### src/rtl/instr_fetch.sv
// Instruction fetch sequencer: fetches the word at pc_in over a req/ack handshake,
// pulses instr_valid with the result, and registers the next PC for the PC register.
module instr_fetch #(
  parameter logic [31:0] RESET_PC = 32'h0000_0000,
  parameter int          TIMEOUT  = 15
) (
  input  logic        clk,
  input  logic        rst,
  input  logic [31:0] pc_in,
  input  logic        stall,
  output logic        imem_req,
  output logic [31:0] imem_addr,
  input  logic        imem_ack,
  input  logic [31:0] imem_rdata,
  input  logic        branch_taken,
  input  logic [31:0] branch_target,
  input  logic        jump,
  input  logic [25:0] jump_index,
  output logic [31:0] instr,
  output logic        instr_valid,
  output logic        fetch_err,
  output logic [31:0] next_pc
);

  // Handshake: imem_req rises on entry to FETCH and stays high with imem_addr
  // constant until the cycle in which imem_ack is seen or the timeout expires;
  // imem_rdata is only looked at in a FETCH cycle with imem_ack high.

  typedef enum logic [1:0] {
    IDLE  = 2'd0,
    FETCH = 2'd1,
    HOLD  = 2'd2
  } state_t;

  localparam logic [7:0] TMO_LAST = 8'(TIMEOUT - 1);

  state_t      state_q, state_d;
  logic [7:0]  cnt_q, cnt_d;
  logic [31:0] addr_q, addr_d;
  logic [31:0] instr_d;
  logic        err_d;
  logic [31:0] npc_d;
  logic [31:0] pc_plus4;

  assign pc_plus4  = addr_q + 32'd4;
  assign imem_addr = addr_q;

  always_comb begin
    state_d = state_q;
    cnt_d   = cnt_q;
    addr_d  = addr_q;
    instr_d = instr;
    err_d   = fetch_err;
    npc_d   = next_pc;
    case (state_q)
      IDLE: begin
        if (!stall) begin
          if (pc_in[1:0] == 2'b00) begin
            addr_d  = pc_in;
            cnt_d   = 8'd0;
            state_d = FETCH;
          end else begin
            // Misaligned: report an error without touching memory.
            addr_d  = {pc_in[31:2], 2'b00};
            instr_d = 32'h0;
            err_d   = 1'b1;
            state_d = HOLD;
          end
        end
      end
      FETCH: begin
        if (imem_ack) begin
          instr_d = imem_rdata;
          err_d   = 1'b0;
          state_d = HOLD;
        end else if (cnt_q == TMO_LAST) begin
          instr_d = 32'h0;
          err_d   = 1'b1;
          state_d = HOLD;
        end else begin
          cnt_d = cnt_q + 8'd1;
        end
      end
      HOLD: begin
        state_d = IDLE;
        if (jump)
          npc_d = {pc_plus4[31:28], jump_index, 2'b00};
        else if (branch_taken)
          npc_d = branch_target;
        else
          npc_d = pc_plus4;
      end
      default: state_d = IDLE;
    endcase
  end

  always_ff @(posedge clk) begin
    if (rst) begin
      state_q     <= IDLE;
      cnt_q       <= 8'd0;
      addr_q      <= 32'h0;
      instr       <= 32'h0;
      fetch_err   <= 1'b0;
      next_pc     <= RESET_PC;
      imem_req    <= 1'b0;
      instr_valid <= 1'b0;
    end else begin
      state_q     <= state_d;
      cnt_q       <= cnt_d;
      addr_q      <= addr_d;
      instr       <= instr_d;
      fetch_err   <= err_d;
      next_pc     <= npc_d;
      // Strobes are registered from the next state so they line up with it.
      imem_req    <= (state_d == FETCH);
      instr_valid <= (state_d == HOLD);
    end
  end

endmodule

### config.mk
export PLATFORM = sky130hd
export DESIGN_NAME = instr_fetch
export DESIGN_NICKNAME = d
export VERILOG_FILES = /design/src/rtl/instr_fetch.sv
export SDC_FILE = /design/constraint.sdc
export NUM_CORES = 1
export LEC_CHECK = 0
export ABC_AREA = 0
export BUFFER_PORTS_ARGS = -buffer_cell sky130_fd_sc_hd__clkbuf_2
export CAP_MARGIN = 20
export CORE_MARGIN = 3
export CORE_UTILIZATION = 35
export DETAILED_ROUTE_END_ITERATION = 10
export SYNTH_ARGS = -nofsm -noshare
export SYNTH_HDL_FRONTEND = slang
export SYNTH_SLANG_ARGS = --single-unit
### constraint.sdc
create_clock -name clk -period 2.2 [get_ports clk]
set_clock_uncertainty 0.15 [all_clocks]
set_input_delay 0.22 -clock clk [delete_from_list [all_inputs] [get_ports clk]]
set_output_delay 0.22 -clock clk [all_outputs]
set_load 0.01 [all_outputs]
==> results.yml <==
status:
  status: "finished clean"
place:
  hpwl_microns: 13400
  place_inst: 1033
  gp_congestion: 0.903
  portBuffers: 226
power_and_ir_drop:
  p_per_area_nw_per_um2: 615
  irDropWorstVdd_mv: 0.553
  leakage_nw: 3.18
  power_w: 0.00460
drt:
  drc_errors: 0
  vias: 5717
  drt_iter0_markers: 433
  wl_per_cell_microns: 16.7
  drtAntennaViolNets: 0
  wirelength_microns: 18500
  drt_pass1_iterations: 5
  vias_per_cell: 5.15
floorplan:
  num_rows: 43
  die_x_microns: 126
  die-area_sq_um: 15800
  chipHeight_microns: 126
  num_io_pins: 227
  start_util_pct: 36.0
  core-area_sq_um: 13900
synthesis:
  ys_async_sr_fraction_pct: 0
  synth_area_leaders: "dfxtp_1 (44%), a21oi_1 (9.5%), nand2_1 (8.7%), o21ai_0 (4.0%), xnor2_1 (3.7%)"
  ys.flop_type: "dfxtp_1"
  synth.largest_area_cell: "dfxtp_1"
  synth_nets: 761
  yosysWarnings: 0
  syn_inst: 630
  synth_cell_types: 50
  ys_ff_latch: 109
  synth_edf_count: 0
  syn-cell-area_sq_um: 5020
  syn_area_per_cell_sq_um: 7.96
  yosys.area.top_type_share_pct: 43.5
  ys_seq_area_share_pct: 43.5
sta:
  fmax_mhz: 488
  rsz0062_at_grt: "no"
  fin_crit_sh_pct: 93.1
  final_hold_viol_count: 0
  hold_slack_ns: 0.0151
  fin_crit_ns: 2.05
  drv_slew: 0
  tns_ns: 0
  max_slew_margin_pct: 66.4
  tightest_slew_ns: 0.503
  setup_viol: 0
worst_hold_path:
  hp-class: "in -> reg"
clock_network:
  clk_latency_ns: 0.36
  htree_levels: 3
  cts.sinks: 109
  clock_path_buffers: 2
  clk_pin_slew_ns: 0.08
  cts_root_buf: "clkbuf_16"
  cts_tree: "done"
  post-cts-setup-buffers: 0
  numCtsBuffers: 9
grt:
  antenna_found_initial: 0
  grt_use_met2_pct: 36.3
  busiest_layer: "met2"
  track_usage_pct: 22.8
  grt_pass1_wl_microns: 29100
  grt_max_degree: 54
  use_met3_pct: 6.19
  use_met1_pct: 30.1
  grt_pass1_vias: 5510
  overflow: 0
cells_and_area:
  nNetsFinal: 1057
  area_growth_pct: 49.1
  diodes: 0
  fillers: 1361
  layout-drive-gt1-share_pct: 32.4
  final_cells: 1111
critical_path:
  crit_type: "reg -> reg"
  cp-start-kind: "flip-flop"
  cp.arrival_ns: 2.15
  crit_fanout: 9
  end_kind: "flip-flop"
  crit_required_ns: 2.30
run:
  cap_violations: 0
-- worst max-delay path, cell delays in order (launching register included) --
cell and delay (ns):
dfxtp_1 0.37, buf_4 0.14, and4_1 0.24, nand3_1 0.35, nor3_2 0.24, xnor2_1 0.09, a2111oi_1 0.36
-- flip-flops by register name (all words and copies together), names as in the netlist --
name         cells
imem_addr       32
imem_req         1
fetch_err        1
cnt_q            8
state_q          2
next_pc         32
instr_valid      1
instr           32
-- routing by layer --
layer  vias to the layer above  wire length [microns]
li1                       2826                      -
met1                      2630                   7990
met4                         0                    530
met2                       225                   8680
met3                        36                   1300
met5                         -                      0
-- kinds of logic after synthesis --
logic type	share of synthesized area [%]
xor+xnor	5.06
fa+ha+maj	0.748
simple gates	22.3
mux	0.798
compound gates	23.3
flops	43.5
buf+inv	4.29
-- what timing repair did --
item,4_1_cts,5_1_grt
hold buffers,62,0
hold endpoints to repair,62,0
gates resized for setup,0,3
setup endpoints to repair,0,2
-- path summary, 6_finish.rpt --
kind / from / to / slack [ns] / depth (start not counted)
worst max-delay path: imem_addr[11]$_SDFFE_PP0P_ / next_pc[30]$_SDFFE_PP0N_ / 0.15 / 6
worst min-delay path: jump_index[0] / next_pc[2]$_SDFFE_PP0N_ / 0.02 / 3
worst max register to register: imem_addr[11]$_SDFFE_PP0P_ / next_pc[30]$_SDFFE_PP0N_ / 0.15 / 6
worst min register to register: next_pc[2]$_SDFFE_PP0N_ / next_pc[2]$_SDFFE_PP0N_ / 0.32 / 2
-- cell type report --
class / instances / area (sq um) / area share, %
Clock buffer: 9 / 225 / 3.01
Inverter: 10 / 37.5 / 0.502
Sequential cell: 109 / 2180 / 29.2
Multi-Input combinational cell: 466 / 2650 / 35.5
Timing Repair Buffer: 330 / 2080 / 27.8
Clock inverter: 7 / 73.8 / 0.987
Tap cell: 180 / 225 / 3.01
-- synth_stat cells (4+ instances only) --
library cell / n
o221ai_1: 6
nor2_1: 40
nand2_1: 116
a211oi_1: 9
nand3_1: 14
nor4_1: 7
nor2b_1: 4
dfxtp_1: 109
nand4_1: 4
mux2i_1: 4
o21ai_0: 40
and4_1: 5
a221oi_1: 7
xor2_1: 8
nor3b_1: 4
inv_1: 10
xnor2_1: 21
a221o_1: 8
o22ai_1: 4
nor3_1: 23
clkbuf_1: 40
nand2b_1: 4
a21oi_1: 95
-- power breakdown --
part	leakage, nW	internal (W)	switching [W]
Combinational	2.15	0.000372	0.000432
Clock	0.146	0.000891	0.000789
Sequential	0.888	0.00205	0.0000640
Total	3.18	0.00332	0.00128
-- metrics by stage --
stage          utilization (%)  setup WS, ns  instance area [sq um]
2_1_floorplan                -         0.253                   5020
3_3_place_gp              46.9         0.219                   6540
3_5_place_dp              46.9         0.170                   6540
4_1_cts                   53.5         0.146                   7460
5_1_grt                   53.7        0.0207                   7480
6_report                  53.7         0.152                   7480
-- cell usage in the layout (no fill, tap or decap), types with 10 or more instances in the layout --
cell type | Yosys | layout
nor2_1 | 40 | 40
nor3_1 | 23 | 22
nand2_1 | 116 | 116
inv_1 | 10 | 10
a21oi_1 | 95 | 94
o21ai_0 | 40 | 40
nand3_1 | 14 | 14
xnor2_1 | 21 | 21
dlygate4sd3_1 | 0 | 62
buf_4 | 0 | 42
clkbuf_2 | 0 | 225
dfxtp_1 | 109 | 109
Note: power is estimated with default switching activity, not from simulation.
